`src/rtl/cache_ctrl.sv`:
```
// cache_ctrl
//
// Control FSM for a set-associative write-back cache. It handles one CPU
// request at a time and sequences the tag, valid, data and dirty arrays. It
// services misses over the physical-memory port: a dirty victim is written
// back first, then the line is filled. After the fill, the controller
// compares again, and that compare hits and finishes the request.
//
// Optional feature macro: CACHE_CTRL_PERF_EN
//   defined   -> hit_count / miss_count are saturating 32-bit counters
//   undefined -> both ports are tied to zero and no counter flops exist
//
// Ports:
//   clk            sole clock, rising edge
//   rst            asynchronous active-low reset
//   mem_read       CPU read request, held until mem_resp
//   mem_write      CPU write request, held until mem_resp (wins over read)
//   mem_resp       one-cycle completion pulse to the CPU
//   hit            tag compare hit for the current set
//   hit_way        matching way when hit is high
//   victim_way     PLRU replacement choice for the current set
//   dirty_in       dirty bit of the way on way_sel
//   dirty_op       dirty array operation: 00 idle, 01 mark, 10 unmark
//   way_sel        way addressed by the data/tag/valid/dirty arrays
//   data_we        data array write enable
//   data_src       0 = CPU write data with byte enables, 1 = pmem line
//   tag_we         tag write plus valid set for way_sel
//   plru_update    PLRU touch of way_sel
//   pmem_addr_sel  0 = CPU address, 1 = writeback address
//   pmem_read      line fill request, held until pmem_resp
//   pmem_write     line writeback request, held until pmem_resp
//   pmem_resp      pmem completion pulse
//   hit_count      hits counted (live only with the perf macro)
//   miss_count     misses counted (live only with the perf macro)

module cache_ctrl #(
    parameter int s_index = 4,
    parameter int w_index = 2
) (
    input  logic               clk,
    input  logic               rst,
    input  logic               mem_read,
    input  logic               mem_write,
    output logic               mem_resp,
    input  logic               hit,
    input  logic [w_index-1:0] hit_way,
    input  logic [w_index-1:0] victim_way,
    input  logic               dirty_in,
    output logic [1:0]         dirty_op,
    output logic [w_index-1:0] way_sel,
    output logic               data_we,
    output logic               data_src,
    output logic               tag_we,
    output logic               plru_update,
    output logic               pmem_addr_sel,
    output logic               pmem_read,
    output logic               pmem_write,
    input  logic               pmem_resp,
    output logic [31:0]        hit_count,
    output logic [31:0]        miss_count
);

    // The set index never reaches the controller. It is checked here only so
    // that a degenerate configuration fails at elaboration.
    if (s_index < 1 || w_index < 1) begin : g_bad_params
        $error("cache_ctrl: s_index and w_index must both be at least 1");
    end

    typedef enum logic [1:0] {
        IDLE      = 2'd0,
        COMPARE   = 2'd1,
        WRITEBACK = 2'd2,
        FILL      = 2'd3
    } state_t;

    localparam logic [1:0] DIRTY_IDLE   = 2'b00;
    localparam logic [1:0] DIRTY_MARK   = 2'b01;
    localparam logic [1:0] DIRTY_UNMARK = 2'b10;

    state_t             state_q, state_d;
    logic [w_index-1:0] vway_q, vway_d;

    logic req;
    logic is_write;

    assign req      = mem_read | mem_write;
    assign is_write = mem_write;

    always_ff @(posedge clk or negedge rst) begin
        if (!rst) begin
            state_q <= IDLE;
            vway_q  <= '0;
        end else begin
            state_q <= state_d;
            vway_q  <= vway_d;
        end
    end

    // Next-state and Mealy outputs. The victim register is loaded only on the
    // COMPARE miss cycle, so a victim_way that changes during WRITEBACK/FILL
    // cannot redirect the fill to a different way.
    always_comb begin
        state_d       = state_q;
        vway_d        = vway_q;
        mem_resp      = 1'b0;
        dirty_op      = DIRTY_IDLE;
        way_sel       = '0;
        data_we       = 1'b0;
        data_src      = 1'b0;
        tag_we        = 1'b0;
        plru_update   = 1'b0;
        pmem_addr_sel = 1'b0;
        pmem_read     = 1'b0;
        pmem_write    = 1'b0;

        unique case (state_q)
            IDLE: begin
                if (req) begin
                    state_d = COMPARE;
                end
            end

            COMPARE: begin
                way_sel = hit ? hit_way : victim_way;
                if (!req) begin
                    // The CPU abandoned the request during the fill.
                    state_d = IDLE;
                end else if (hit) begin
                    mem_resp    = 1'b1;
                    plru_update = 1'b1;
                    if (is_write) begin
                        data_we  = 1'b1;
                        data_src = 1'b0;
                        dirty_op = DIRTY_MARK;
                    end
                    state_d = IDLE;
                end else begin
                    vway_d  = victim_way;
                    state_d = dirty_in ? WRITEBACK : FILL;
                end
            end

            WRITEBACK: begin
                way_sel       = vway_q;
                pmem_write    = 1'b1;
                pmem_addr_sel = 1'b1;
                if (pmem_resp) begin
                    dirty_op = DIRTY_UNMARK;
                    state_d  = FILL;
                end
            end

            FILL: begin
                way_sel       = vway_q;
                pmem_read     = 1'b1;
                pmem_addr_sel = 1'b0;
                if (pmem_resp) begin
                    data_we  = 1'b1;
                    data_src = 1'b1;
                    tag_we   = 1'b1;
                    state_d  = COMPARE;
                end
            end

            default: begin
                state_d = IDLE;
            end
        endcase
    end

`ifdef CACHE_CTRL_PERF_EN
    logic [31:0] hit_count_q, hit_count_d;
    logic [31:0] miss_count_q, miss_count_d;
    logic        hit_evt;
    logic        miss_evt;

    // A hit is counted only when it completes a request. A miss is counted on
    // the COMPARE cycle that leaves for WRITEBACK or FILL. The re-compare
    // after a fill therefore counts as one hit.
    assign hit_evt  = (state_q == COMPARE) && req && hit;
    assign miss_evt = (state_q == COMPARE) && req && !hit;

    always_comb begin
        hit_count_d  = hit_count_q;
        miss_count_d = miss_count_q;
        if (hit_evt && (hit_count_q != 32'hFFFF_FFFF)) begin
            hit_count_d = hit_count_q + 32'd1;
        end
        if (miss_evt && (miss_count_q != 32'hFFFF_FFFF)) begin
            miss_count_d = miss_count_q + 32'd1;
        end
    end

    always_ff @(posedge clk or negedge rst) begin
        if (!rst) begin
            hit_count_q  <= '0;
            miss_count_q <= '0;
        end else begin
            hit_count_q  <= hit_count_d;
            miss_count_q <= miss_count_d;
        end
    end

    assign hit_count  = hit_count_q;
    assign miss_count = miss_count_q;
`else
    assign hit_count  = 32'd0;
    assign miss_count = 32'd0;
`endif

endmodule
```
`config.mk`:
```
export PLATFORM = sky130hd
export DESIGN_NAME = cache_ctrl
export DESIGN_NICKNAME = d
export VERILOG_FILES = /design/src/rtl/cache_ctrl.sv
export SDC_FILE = /design/constraint.sdc
export NUM_CORES = 1
export LEC_CHECK = 0
export CORE_MARGIN = 8
export CORE_UTILIZATION = 33
export CTS_BUF_LIST = sky130_fd_sc_hd__clkbuf_8
export DETAILED_ROUTE_END_ITERATION = 6
export PLACE_DENSITY_LB_ADDON = 0.3
export SLEW_MARGIN = 15
export SYNTH_ARGS = -nofsm -noshare
export SYNTH_HDL_FRONTEND = slang
export SYNTH_SLANG_ARGS = --single-unit
```
`constraint.sdc`:
```
create_clock -name clk -period 3.6 [get_ports clk]
set_input_delay 0.72 -clock clk [delete_from_list [all_inputs] [get_ports clk]]
set_output_delay 0.72 -clock clk [all_outputs]
set_load 0.01 [all_outputs]
```
## Word level (Yosys, flattened, before mapping)

Cells that the tools add are included.

- Register bits: 4
- Word-level logic and storage cells: 39
- Bits of input ports: 11

- Reduce and logical (&&, ||, !) cells: 4
- Bitwise gates (word level): 2
- Muxes and demuxes: 25
- Eq/ne operators: 6

Operator list:

| kind | count |
|---|---|
| $mux W1 | 14 |
| $mux W2 | 7 |
| $pmux W2 S2 | 2 |
| $pmux W2 S4 | 1 |
| $ne A2 B2 Y1 const B | 3 |
| $reduce_and A3 Y1 | 2 |
| $eq A2 B2 Y1 const B | 2 |
| $eq A2 B1 Y1 const B | 1 |
| $logic_not A2 Y1 | 1 |
| $pmux W1 S2 | 1 |
| $reduce_or A2 Y1 | 1 |
| $not A1 Y1 | 1 |
| $or A1 B1 Y1 | 1 |

## Depth between registers and ports, before layout

- Depth in word-level cells: 4
- Depth in mapped cells: 5

## Least setup slack after synthesis

No wires, ideal clock.

- Path type: input port to output port
- Start: input hit
- End: output way_sel[0]
- Path buffers: 0
- Required time: 2880 ps
- Arrival time: 1190 ps
- Cell stages on the path: 3
- Path slack: 1690 ps
- Cell sequence: mux2_2 -> nand2_1 -> a21oi_1

- Longest elaborated chain between the ends: 2

Ends and longest elaborated chain:

| item | RTL line | RTL |
|---|---|---|
| from (decl) | 45 | `input logic hit,` |
| $mux W2 | 124 | `way_sel = hit ? hit_way : victim_way;` |
| $pmux W2 S2 | 116 | `unique case (state_q)` |
| to (decl) | 50 | `output logic [w_index-1:0] way_sel,` |

No other way between the ends.

## Worst setup path after layout

Same ends and word-level chain as after synthesis.

==> flow_metrics.tcl <==
set metrics [dict create \
    status "finished, final reports clean" \
    syn-cell-area_um2 886 \
    cts_setup_buffers 0 \
    rsz0062_at_grt "no" \
    routed_wl_mm 1.84 \
    multi_input_area_um2 504 \
    finalHoldViolations 0 \
    initial_utilization 0.351 \
    power_density_mw_per_mm2 532 \
    final-seq-area_um2 100 \
    ys_ff_latch 4 \
    num_rows 18 \
    drtIter0Drc 17 \
    dieHeight_um 67.8 \
    finalCriticalPeriod_ps 3050 \
    crit_type "primary input to output port" \
    dp_cells 155 \
    n_antenna_cell 0 \
    ant_nets 0 \
    critical_path_peak_fanout 7 \
    setup_viol 0 \
    fillers 271 \
    drt_pre_antenna_iters 4 \
    cp-end-kind "output port" \
    numPortBuffers 22 \
    core_mm2 0.00252 \
    grt_first_pass_wirelength_mm 2.51 \
    dp_hpwl_mm 1.66 \
    grt.overflow.total 0 \
    clkSlewWorstSetupHoldPaths_ps 30 \
    worstPathRequired_ps 2880 \
    fmax_mhz 328 \
    clock_latency_ps 210 \
    dieArea_mm2 0.00460 \
    fin_tns_setup_ps 0 \
    final_cells 158 \
    grt_use_total 0.0723 \
    worstReg2RegEnd "state_q[0]" \
    htreeDepth 1 \
    power_mw 0.489 \
    grt_max_degree 8 \
    via_count 562 \
    r2r_slack_ps 1940 \
    die-width_um 67.8 \
    startpoint "hit" \
    post-route-drc-count 0 \
    ys_types 21 \
    reg2reg_depth 5 \
    fin_nets 147 \
    synthCells 107 \
    critPathArrivalTime_ps 2330 \
    max-cap-violations 0 \
    fin_crit_sh 0.848 \
    holdBufCountCts 0 \
    drt-wirelength-per-cell_um 11.7 \
    ys_seq_area_frac 0.113 \
    antenna_found_initial 0 \
    cts_resized 0 \
    hold_class "register to register" \
    final-max-slew-violation-count 0 \
    syn_avg_cell_area_um2 8.28 \
    yosysWarnings 0 \
    crit_path_start_kind "primary input" \
    numCtsBuffers 3 \
    io_pins 87 \
    cts_root_buffer "clkbuf_8" \
    fin_skew_ps 0.878 \
    via_per_inst 3.56 \
    tritoncts "done" \
    peakVddDrop_uv 223 \
    syn2layout_area_growth_pct 3.67 \
    reg2reg_from "state_q[0]" \
    clkSinkCount 4 \
    drive_gt1_frac 0.102 \
    worstSetupEndpoint "way_sel[0]" \
    first_global_vias 592 \
    clk_path_buf_depth 2 \
    gp_congestion 0.837 \
    leakage_nw 0.495 \
]
worst min-delay path by stage:
stage                     cells past startpoint          to       from
after global placement                        1   vway_q[0]  vway_q[0]
after global routing                          1   vway_q[0]  vway_q[0]
final                                         1   vway_q[0]  vway_q[0]
after detailed placement                      1   vway_q[0]  vway_q[0]
after CTS                                     1   vway_q[0]  vway_q[0]
after floorplan                               0  state_q[0]        rst
kinds of logic after synthesis:
group / after synthesis / share of synthesized area
buffers and inverters: 71 / 0.585
muxes: 5 / 0.0678
DFF: 4 / 0.113
adders and majority gates: 6 / 0.0847
other: 1 / 0.00423
AOI/OAI and AO/OA: 11 / 0.0876
and+or+nand+nor: 9 / 0.0579
power breakdown:
group	switching (mW)	total, mW	leakage (nW)	internal [mW]
Sequential	0.0211	0.0889	0.0484	0.0679
Combinational	0.153	0.307	0.425	0.154
Clock	0.0218	0.0929	0.0216	0.0711
registers in the layout, indices dropped and copies added, names as in the netlist:
signal,count
vway_q,2
state_q,2
layer usage:
layer | wire length [um] | global-route usage
met5 | 0 | 0
met4 | 48 | 0.0563
met3 | 336 | 0.0310
met2 | 866 | 0.125
met1 | 591 | 0.0657
cells in the mapped netlist:
cell,n,area share
inv_1,4,0.017
nor3b_2,1,0.014
ha_1,6,0.085
and2_1,1,0.0071
o21ba_2,1,0.011
o21ai_2,1,0.0099
o22a_1,1,0.0099
o21ai_0,3,0.017
conb_1,1,0.0042
dfrtp_1,4,0.11
nor2_1,3,0.013
nand2_1,2,0.0085
o311ai_1,1,0.0099
mux2_2,4,0.051
and3_2,1,0.0085
mux2_4,1,0.017
and3_1,1,0.0071
o21a_1,1,0.0085
a31o_2,1,0.0099
buf_4,67,0.57
a21oi_1,2,0.011
layout by cell type (no fill, tap or decap), types with 2 or more instances in the layout:
cell type / netlist / routed
conb_1: 1 / 64
clkdlybuf4s50_1: 0 / 22
ha_1: 6 / 6
inv_1: 4 / 4
mux2_2: 4 / 4
dfrtp_1: 4 / 4
o21ai_0: 3 / 3
nor2_1: 3 / 3
clkbuf_8: 0 / 3
nand2_1: 2 / 2
a21oi_1: 2 / 2
layout make-up:
class | instances | share of cell area
tap | 30 | 0.0409
sequential | 4 | 0.109
clock buffer | 3 | 0.0450
inverter | 4 | 0.0163
timing repair buffer | 22 | 0.240
multi-input combinational | 95 | 0.549
worst max-delay path, stage by stage:
cell and delay (ps):
clkdlybuf4s50_1 620, mux2_2 380, nand2_1 70, a21oi_1 60
clkdlybuf4s50_1 490
stage by stage:
| stage | instance area, um2 | worst slack (ps) | hold WS [ps] | utilization |
|---|---|---|---|---|
| 2_1_floorplan | 1120 | 1690 | 424 | - |
| 3_3_place_gp | 877 | 594 | 493 | 0.348 |
| 3_5_place_dp | 877 | 549 | 496 | 0.348 |
| 4_1_cts | 918 | 545 | 505 | 0.364 |
| 5_1_grt | 918 | 504 | 517 | 0.364 |
| 6_report | 918 | 548 | 503 | 0.364 |
Power figures use the tool's default switching activity.
